<file path="src/rtl/present_key_schedule80.sv">
// present_key_schedule80: PRESENT-80 key-schedule sequencer. It loads an 80-bit user key
//   and streams round keys K1..K(ROUNDS+1) out over rk_valid/rk_ready, one key update per transfer.
// Latency: start accepted at cycle n -> K1 valid at n+1. With rk_ready held high, done pulses at n+ROUNDS+2.
// Backpressure: rk_valid & !rk_ready holds rk, rk_idx and key_state. start while busy is dropped.
// Ports: clk, rst (sync, active-high), key_in/start (load), busy, rk/rk_idx/rk_valid/rk_ready
//   (round-key stream), key_next/key_en (D/enable of the downstream 80-bit key register), done.
// Optional: define KEY_SCHED_INV_EN to add input dir (1 = inverse schedule from the final state).
module present_key_schedule80 #(
    parameter int ROUNDS = 31
) (
    input  logic        clk,
    input  logic        rst,
    input  logic [79:0] key_in,
    input  logic        start,
`ifdef KEY_SCHED_INV_EN
    input  logic        dir,
`endif
    output logic        busy,
    output logic [63:0] rk,
    output logic [4:0]  rk_idx,
    output logic        rk_valid,
    input  logic        rk_ready,
    output logic [79:0] key_next,
    output logic        key_en,
    output logic        done
);

    localparam logic [4:0] LAST_IDX = 5'(ROUNDS);

    typedef enum logic [1:0] {
        IDLE = 2'd0,
        RUN  = 2'd1,
        DONE = 2'd2
    } state_t;

    state_t      state;
    logic [79:0] key_state;
    logic [79:0] upd;
    logic        load;
    logic        xfer;
    logic        last;
    logic        inv_run;

    function automatic logic [3:0] sbox(input logic [3:0] x);
        logic [3:0] y;
        case (x)
            4'h0: y = 4'hC;  4'h1: y = 4'h5;  4'h2: y = 4'h6;  4'h3: y = 4'hB;
            4'h4: y = 4'h9;  4'h5: y = 4'h0;  4'h6: y = 4'hA;  4'h7: y = 4'hD;
            4'h8: y = 4'h3;  4'h9: y = 4'hE;  4'hA: y = 4'hF;  4'hB: y = 4'h8;
            4'hC: y = 4'h4;  4'hD: y = 4'h7;  4'hE: y = 4'h1;  default: y = 4'h2;
        endcase
        return y;
    endfunction

    // Forward update: rotate left 61, S-box top nibble, XOR round counter into bits 19:15.
    function automatic logic [79:0] fwd_step(input logic [79:0] k, input logic [4:0] i);
        logic [79:0] t;
        t          = {k[18:0], k[79:19]};
        t[79:76]   = sbox(t[79:76]);
        t[19:15]   = t[19:15] ^ i;
        return t;
    endfunction

`ifdef KEY_SCHED_INV_EN
    function automatic logic [3:0] sbox_inv(input logic [3:0] x);
        logic [3:0] y;
        case (x)
            4'h0: y = 4'h5;  4'h1: y = 4'hE;  4'h2: y = 4'hF;  4'h3: y = 4'h8;
            4'h4: y = 4'hC;  4'h5: y = 4'h1;  4'h6: y = 4'h2;  4'h7: y = 4'hD;
            4'h8: y = 4'hB;  4'h9: y = 4'h4;  4'hA: y = 4'h6;  4'hB: y = 4'h3;
            4'hC: y = 4'h0;  4'hD: y = 4'h7;  4'hE: y = 4'h9;  default: y = 4'hA;
        endcase
        return y;
    endfunction

    // Undo fwd_step for round j: strip the counter, invert the S-box, rotate right 61.
    function automatic logic [79:0] inv_step(input logic [79:0] k, input logic [4:0] j);
        logic [79:0] t;
        t          = k;
        t[19:15]   = t[19:15] ^ j;
        t[79:76]   = sbox_inv(t[79:76]);
        return {t[60:0], t[79:61]};
    endfunction

    logic dir_q;
    assign inv_run = dir_q;
    // Inverse steps use the current index j; forward steps use the next index i = rk_idx+1.
    assign upd     = dir_q ? inv_step(key_state, rk_idx) : fwd_step(key_state, rk_idx + 5'd1);
`else
    assign inv_run = 1'b0;
    assign upd     = fwd_step(key_state, rk_idx + 5'd1);
`endif

    assign load     = (state == IDLE) && start;
    assign xfer     = rk_valid && rk_ready;
    assign last     = inv_run ? (rk_idx == 5'd0) : (rk_idx == LAST_IDX);
    assign busy     = (state != IDLE);
    assign rk       = key_state[79:16];
    assign key_next = load ? key_in : upd;
    // Gated by rst so the downstream register never loads during reset.
    assign key_en   = !rst && (load || (xfer && !last));

    always_ff @(posedge clk) begin
        if (rst) begin
            state     <= IDLE;
            key_state <= '0;
            rk_idx    <= '0;
            rk_valid  <= 1'b0;
            done      <= 1'b0;
`ifdef KEY_SCHED_INV_EN
            dir_q     <= 1'b0;
`endif
        end else begin
            case (state)
                IDLE: begin
                    done <= 1'b0;
                    if (start) begin
                        key_state <= key_in;
                        rk_valid  <= 1'b1;
                        state     <= RUN;
`ifdef KEY_SCHED_INV_EN
                        dir_q     <= dir;
                        rk_idx    <= dir ? LAST_IDX : 5'd0;
`else
                        rk_idx    <= 5'd0;
`endif
                    end
                end
                RUN: begin
                    if (xfer) begin
                        if (last) begin
                            rk_valid <= 1'b0;
                            done     <= 1'b1;
                            state    <= DONE;
                        end else begin
                            key_state <= upd;
                            rk_idx    <= inv_run ? (rk_idx - 5'd1) : (rk_idx + 5'd1);
                        end
                    end
                end
                DONE: begin
                    done  <= 1'b0;
                    state <= IDLE;
                end
                default: begin
                    state <= IDLE;
                end
            endcase
        end
    end

endmodule

</file>
<file path="config.mk">
export PLATFORM = sky130hd
export DESIGN_NAME = present_key_schedule80
export DESIGN_NICKNAME = d
export VERILOG_FILES = /design/src/rtl/present_key_schedule80.sv
export SDC_FILE = /design/constraint.sdc
export NUM_CORES = 1
export LEC_CHECK = 0
export BUFFER_PORTS_ARGS = -buffer_cell sky130_fd_sc_hd__buf_2
export CAP_MARGIN = 20
export CORE_ASPECT_RATIO = 2
export CORE_MARGIN = 3
export CORE_UTILIZATION = 45
export CTS_CLUSTER_SIZE = 28
export DETAILED_ROUTE_END_ITERATION = 6
export PLACE_DENSITY = 0.78
export SYNTH_ARGS = -nofsm -noshare
export SYNTH_HDL_FRONTEND = slang
export SYNTH_SLANG_ARGS = --single-unit
</file>
<file path="constraint.sdc">
create_clock -name clk -period 2.6 [get_ports clk]
set_input_delay 0.26 -clock clk [delete_from_list [all_inputs] [get_ports clk]]
set_output_delay 0.26 -clock clk [all_outputs]
set_load 0.05 [all_outputs]
</file>
# --- After elaboration in Yosys (flattened, before gate mapping) ---
# Memories as Yosys holds them, arrays and structs flattened. A register that Yosys moved wholly into a read port is not among the register bits.
# Index checks and enable logic that the tools add are counted.
op_classes:
  addsub: 1
  n_eq_ne: 7
  n_mux: 22
  n_bitwise: 1
  n_reduce_logical: 16
ops:
  columns: ["op", "count"]
  rows:
  - ["$mux 80", 4]
  - ["$pmux 80 s2", 1]
  - ["$mux 5", 3]
  - ["$pmux 5 s2", 1]
  - ["$mux 4", 2]
  - ["$ne 2x2->1 const B", 4]
  - ["$reduce_and 4->1", 2]
  - ["$mux 2", 3]
  - ["$reduce_and 3->1", 2]
  - ["$reduce_bool 2->1", 3]
  - ["$add 5x1->5 const B", 1]
  - ["$eq 5x5->1 const B", 1]
  - ["$mux 1", 5]
  - ["$xor 5x5->5", 1]
  - ["$logic_and 1x1->1", 4]
  - ["$pmux 1 s2", 2]
  - ["$pmux 2 s2", 1]
  - ["$eq 2x1->1 const B", 1]
  - ["$eq 2x2->1 const B", 1]
  - ["$logic_not 1->1", 2]
  - ["$logic_not 2->1", 1]
  - ["$reduce_or 2->1", 1]
  - ["$logic_or 1x1->1", 1]
word_totals:
  reg_bits: 89
  romBits: 64
  out_inout_bits: 153
  memories: 1
memory_table:
  columns: ["name", "depth", "word_bits", "rd", "rd_ports_with_merged_regs", "wr", "line", "rtl"]
  rows:
  - ["(name not given)", 16, 4, 1, 1, 0, "46", "case (x)"]

# --- Logic depth before layout (Yosys ltp) ---
depth:
  word_depth: 7
  depth_mapped: 13
  ltp_nobuf: 12

# --- Least setup slack after synthesis ---
# No wires, ideal clock.
synth_path:
  path_type: "flip-flop to flip-flop"
  startpoint: "register rk_idx[0]"
  endpoint: "register upd[79] (netlist name)"
  setup_time_ps: 62
  t_arrival_ps: 3153
  setup_slack_ps: -615
  path_stages_with_launch: 13
  n_path_buf: 1
  synth_period_minus_slack_ps: 3215
  path_cell_list: "dfxtp_1 -> ha_1 -> and3_1 -> ha_1 -> and3b_1 -> a21oi_1 -> clkbuf_1 -> nand2_1 -> a21oi_1 -> inv_1 -> ha_1 -> or4_1 -> nand3_1"
synth_via:
  elab_chain_cells: 7
  word_cells_on_any_way: 10
  classes_between: "add/sub: 1; eq/ne: 2; mux: 5; bitwise: 1; reduce/logical: 1"
synth_rtl:
  columns: ["item", "line", "rtl"]
  rows:
  - ["start: declaration", "20", "output logic [4:0] rk_idx,"]
  - ["start signal: assignment", "137", "rk_idx <= inv_run ? (rk_idx - 5'd1) : (rk_idx + 5'd1);"]
  - ["$add 5x1->5", "91", "assign upd = fwd_step(key_state, rk_idx + 5'd1);"]
  - ["$xor 5x5->5", "60", "t[19:15] = t[19:15] ^ i;"]
  - ["$mux 80", "131", "if (last) begin"]
  - ["$mux 80", "130", "if (xfer) begin"]
  - ["$pmux 80 s2", "114", "case (state)"]
  - ["$mux 4 (no line) * (2 in series)", null, null]
# Mark *: on every way between the ends. The rest lies on a longest branch, timed or not. The select of a mux whose other input is x is not followed.
# A chain may end at the register's enable or synchronous reset.

# --- Worst setup path after layout ---
layout_path:
  startpoint: "register rk_idx[1]"
  endpoint: "register upd[79] (netlist name)"
layout_via:
  elab_chain_cells: 7
  word_cells_on_any_way: 10
  classes_between: "add/sub: 1; eq/ne: 2; mux: 5; bitwise: 1; reduce/logical: 1"
layout_rtl:
  columns: ["item", "line"]
  rows:
  - ["$add 5x1->5", "91"]
  - ["$xor 5x5->5", "60"]
  - ["$mux 80", "131"]
  - ["$mux 80", "130"]
  - ["$pmux 80 s2", "114"]
  - ["$mux 4 (no line) * (2 in series)", null]
# Marks and branches as above.

==> flow_summary.ini <==
[route]
drt_iter0_markers = 436
drtAntennaViolNets = 0
routed_wl_um = 20700
drc = 0
wl_per_cell_um = 17.8
vias_per_cell = 5.45
first_pass_iters = 5
vias = 6345

[logic_synthesis]
synth.distinct_cells = 46
async_flop_share_pct = 0
synthCells = 874
synthesis.area_um2 = 5900
syn-num-nets = 965
synth-edff-count = 0
ys_warn_count = 0
synth-seq-cells = 93
ys.flop_type = dfxtp_1
yosysSeqAreaShare_pct = 31.6
syn_avg_cell_area_um2 = 6.75

[sta]
fin_ws_ns = 0.0899
fmax_mhz = 398
worstMarginPinSlew_ns = 0.633
relSlewSlack_pct = 57.8
slew_violations = 0
rsz0062_at_grt = yes
report.final.hold_viol_count = 0
whs_ns = 0.191
period_share_pct = 96.5
finClkSkew_ns = 0.00835
final-setup-viol-count = 0
period_needed_ns = 2.51

[critical_path]
cp_data_required_time_ns = 2.88
cp_max_fo = 4
rr_worst_depth = 11
start_kind = register
rr_endpoint = upd[79]$_DFF_P_
cp-end-kind = register
worstSetupPathType = register to register
arrival_ns = 2.79
reg2reg_from = rk_idx[1]$_SDFFE_PP0N_
regToRegSetupSlack_ns = 0.09

[job]
cap_viol_max_count = 0

[clock_tree]
cts_made_buffers = 9
holdBufCountCts = 0
htreeDepth = 3
clk_path_buf_depth = 2
clk_pin_slew_worst_paths_ns = 0.08
cts_tree = built
cts_root_buffer = clkbuf_16
clk_latency_ns = 0.34
clock_sinks = 93

[die]
ios = 237
core_um2 = 12700
die-area_um2 = 14600
std_cell_rows = 58
dieWidth_um = 86.9
die_h_um = 168
initial_core_util_pct = 46.4

[min_path]
holdPathEnd = key_state[21]$_SDFFE_PP0N_
hp-class = primary input to register
hold-path-cell-count = 3
min_from = key_in[21]

[global_routing]
grt-ovfl-total = 0
track_usage_pct = 27.6
antenna_found_initial = 1
grt_max_degree = 92
grt_pass1_wl_um = 31800
grt_pass1_vias = 5864

[pwr]
leakagePower_uw = 0.00356
peakVddDrop_mv = 0.432
p_per_area_nw_per_um2 = 717

[final_layout]
final_nets = 1100
area_growth_pct = 18.7
n_fill_cell = 1270
diodes = 0
drive_above_1_share_pct = 29.5

[place]
portBuffers = 236
pre_cts_slack_ns = 0.0318
place.gp.congestion = 0.960
dp_hpwl_um = 15300

[outcome]
status = complete, no violations
-- stage by stage --
step	util, %	cell area, µm²	TNS, ns	instances	total power, µW
finish	55.1	7000	0	1164	5020
global route	55.1	7000	-0.127	1164	5260
floorplan	-	5950	-0.0956	874	3340
detailed placement	52.2	6630	0	1143	3730
global placement	52.2	6630	0	1143	3710
CTS	54.5	6920	0	1159	5030
-- where the power goes --
group,switching (µW),internal (µW),leakage (µW)
logic,1490,490,0.00264
clock network,618,674,0.000145
registers,187,1560,0.000772
-- area by class of cell --
cell class	count	area, µm²	share of cell area [%]
inverters	8	30.0	0.429
clock buffers	9	225	3.22
repair buffers	257	1370	19.6
flip-flops and latches	93	1870	26.7
well taps	150	188	2.68
multi-input cells	640	3250	46.4
clock inverters	7	63.8	0.911
-- sequential cells by signal, indices dropped and copies added (netlist names) --
signal,count
state,2
done,1
rk_valid,1
upd,4
key_state,80
rk_idx,5
-- repair_timing --
item / CTS / global route
endpoints found under the setup margin: 0 / 2
resized for setup: 0 / 9
buffers inserted: 0 / 5
-- per-layer routing --
layer / share of wire, % / vias to the layer above / global-route usage, %
li1: - / 3102 / -
met2: 50 / 286 / 46.5
met4: 5.9 / 2 / 15.5
met1: 38 / 2889 / 33.0
met3: 6.2 / 66 / 3.43
met5: 0.034 / - / 0
-- Yosys cell counts (2+ instances only) --
master,instances,share of area (%)
a211o_1,2,0.30
a311oi_2,2,0.51
a211oi_1,3,0.38
inv_1,8,0.51
xnor2_1,4,0.59
clkbuf_1,37,2.4
nand2b_1,3,0.32
buf_6,11,2.1
o2111ai_1,2,0.30
o221ai_1,3,0.45
a311oi_1,73,11
buf_1,7,0.45
or2_2,2,0.21
nor2_1,85,5.4
nand2_1,391,25
dfxtp_1,93,32
nand3_1,5,0.42
a21oi_1,18,1.5
ha_1,7,1.5
or3b_1,2,0.30
o21ai_0,4,0.34
nand3b_1,4,0.51
a21o_1,2,0.25
o211a_1,2,0.34
buf_4,66,8.4
o211ai_1,5,0.64
mux2i_1,3,0.51
buf_2,12,1.0
-- cell usage in the layout, fill, tap and decap left out, drive strengths merged, types with 5 or more instances in the layout --
master  count
nor2       85
a311oi     75
ha          7
buf       257
o21ai       5
nand3       5
nand2     391
inv        13
a21oi      18
o211ai      5
dfxtp      93
clkbuf      9
-- worst max path at each step --
stage,start,endpoint,slack [ns],cells past startpoint
finish,rk_idx[1]$_SDFFE_PP0N_,upd[79]$_DFF_P_,0.09,11
global route,rk_idx[1]$_SDFFE_PP0N_,upd[79]$_DFF_P_,-0.06,10
CTS,rk_idx[1]$_SDFFE_PP0N_,upd[79]$_DFF_P_,0.002,11
detailed placement,rk_idx[1]$_SDFFE_PP0N_,upd[79]$_DFF_P_,0.03,11
global placement,rk_idx[1]$_SDFFE_PP0N_,upd[79]$_DFF_P_,0.07,11
floorplan,rk_idx[0]$_SDFFE_PP0N_,upd[79]$_DFF_P_,-0.07,12
-- logic make-up after synthesis --
logic type	count (synthesis)	share of synthesized area, %
xor gates and xnor gates	6	1.15
AOI/OAI and AO/OA	123	17.1
buffers and inverters	141	14.8
adders and majority gates	7	1.49
muxes	4	0.700
DFF	93	31.6
and+or+nand+nor	500	33.2
-- worst max-delay path, cell delays in order (launching register included) --
cell and delay [ns]:
dfxtp_4 0.36, ha_4 0.17, and3_4 0.18, ha_4 0.17, nand3b_1 0.22, o21ai_4 0.21
o211ai_1 0.17, a21oi_2 0.23, inv_2 0.08, ha_2 0.16, or4_1 0.40, nand3_1 0.09
Power figures use the tool's default switching activity.
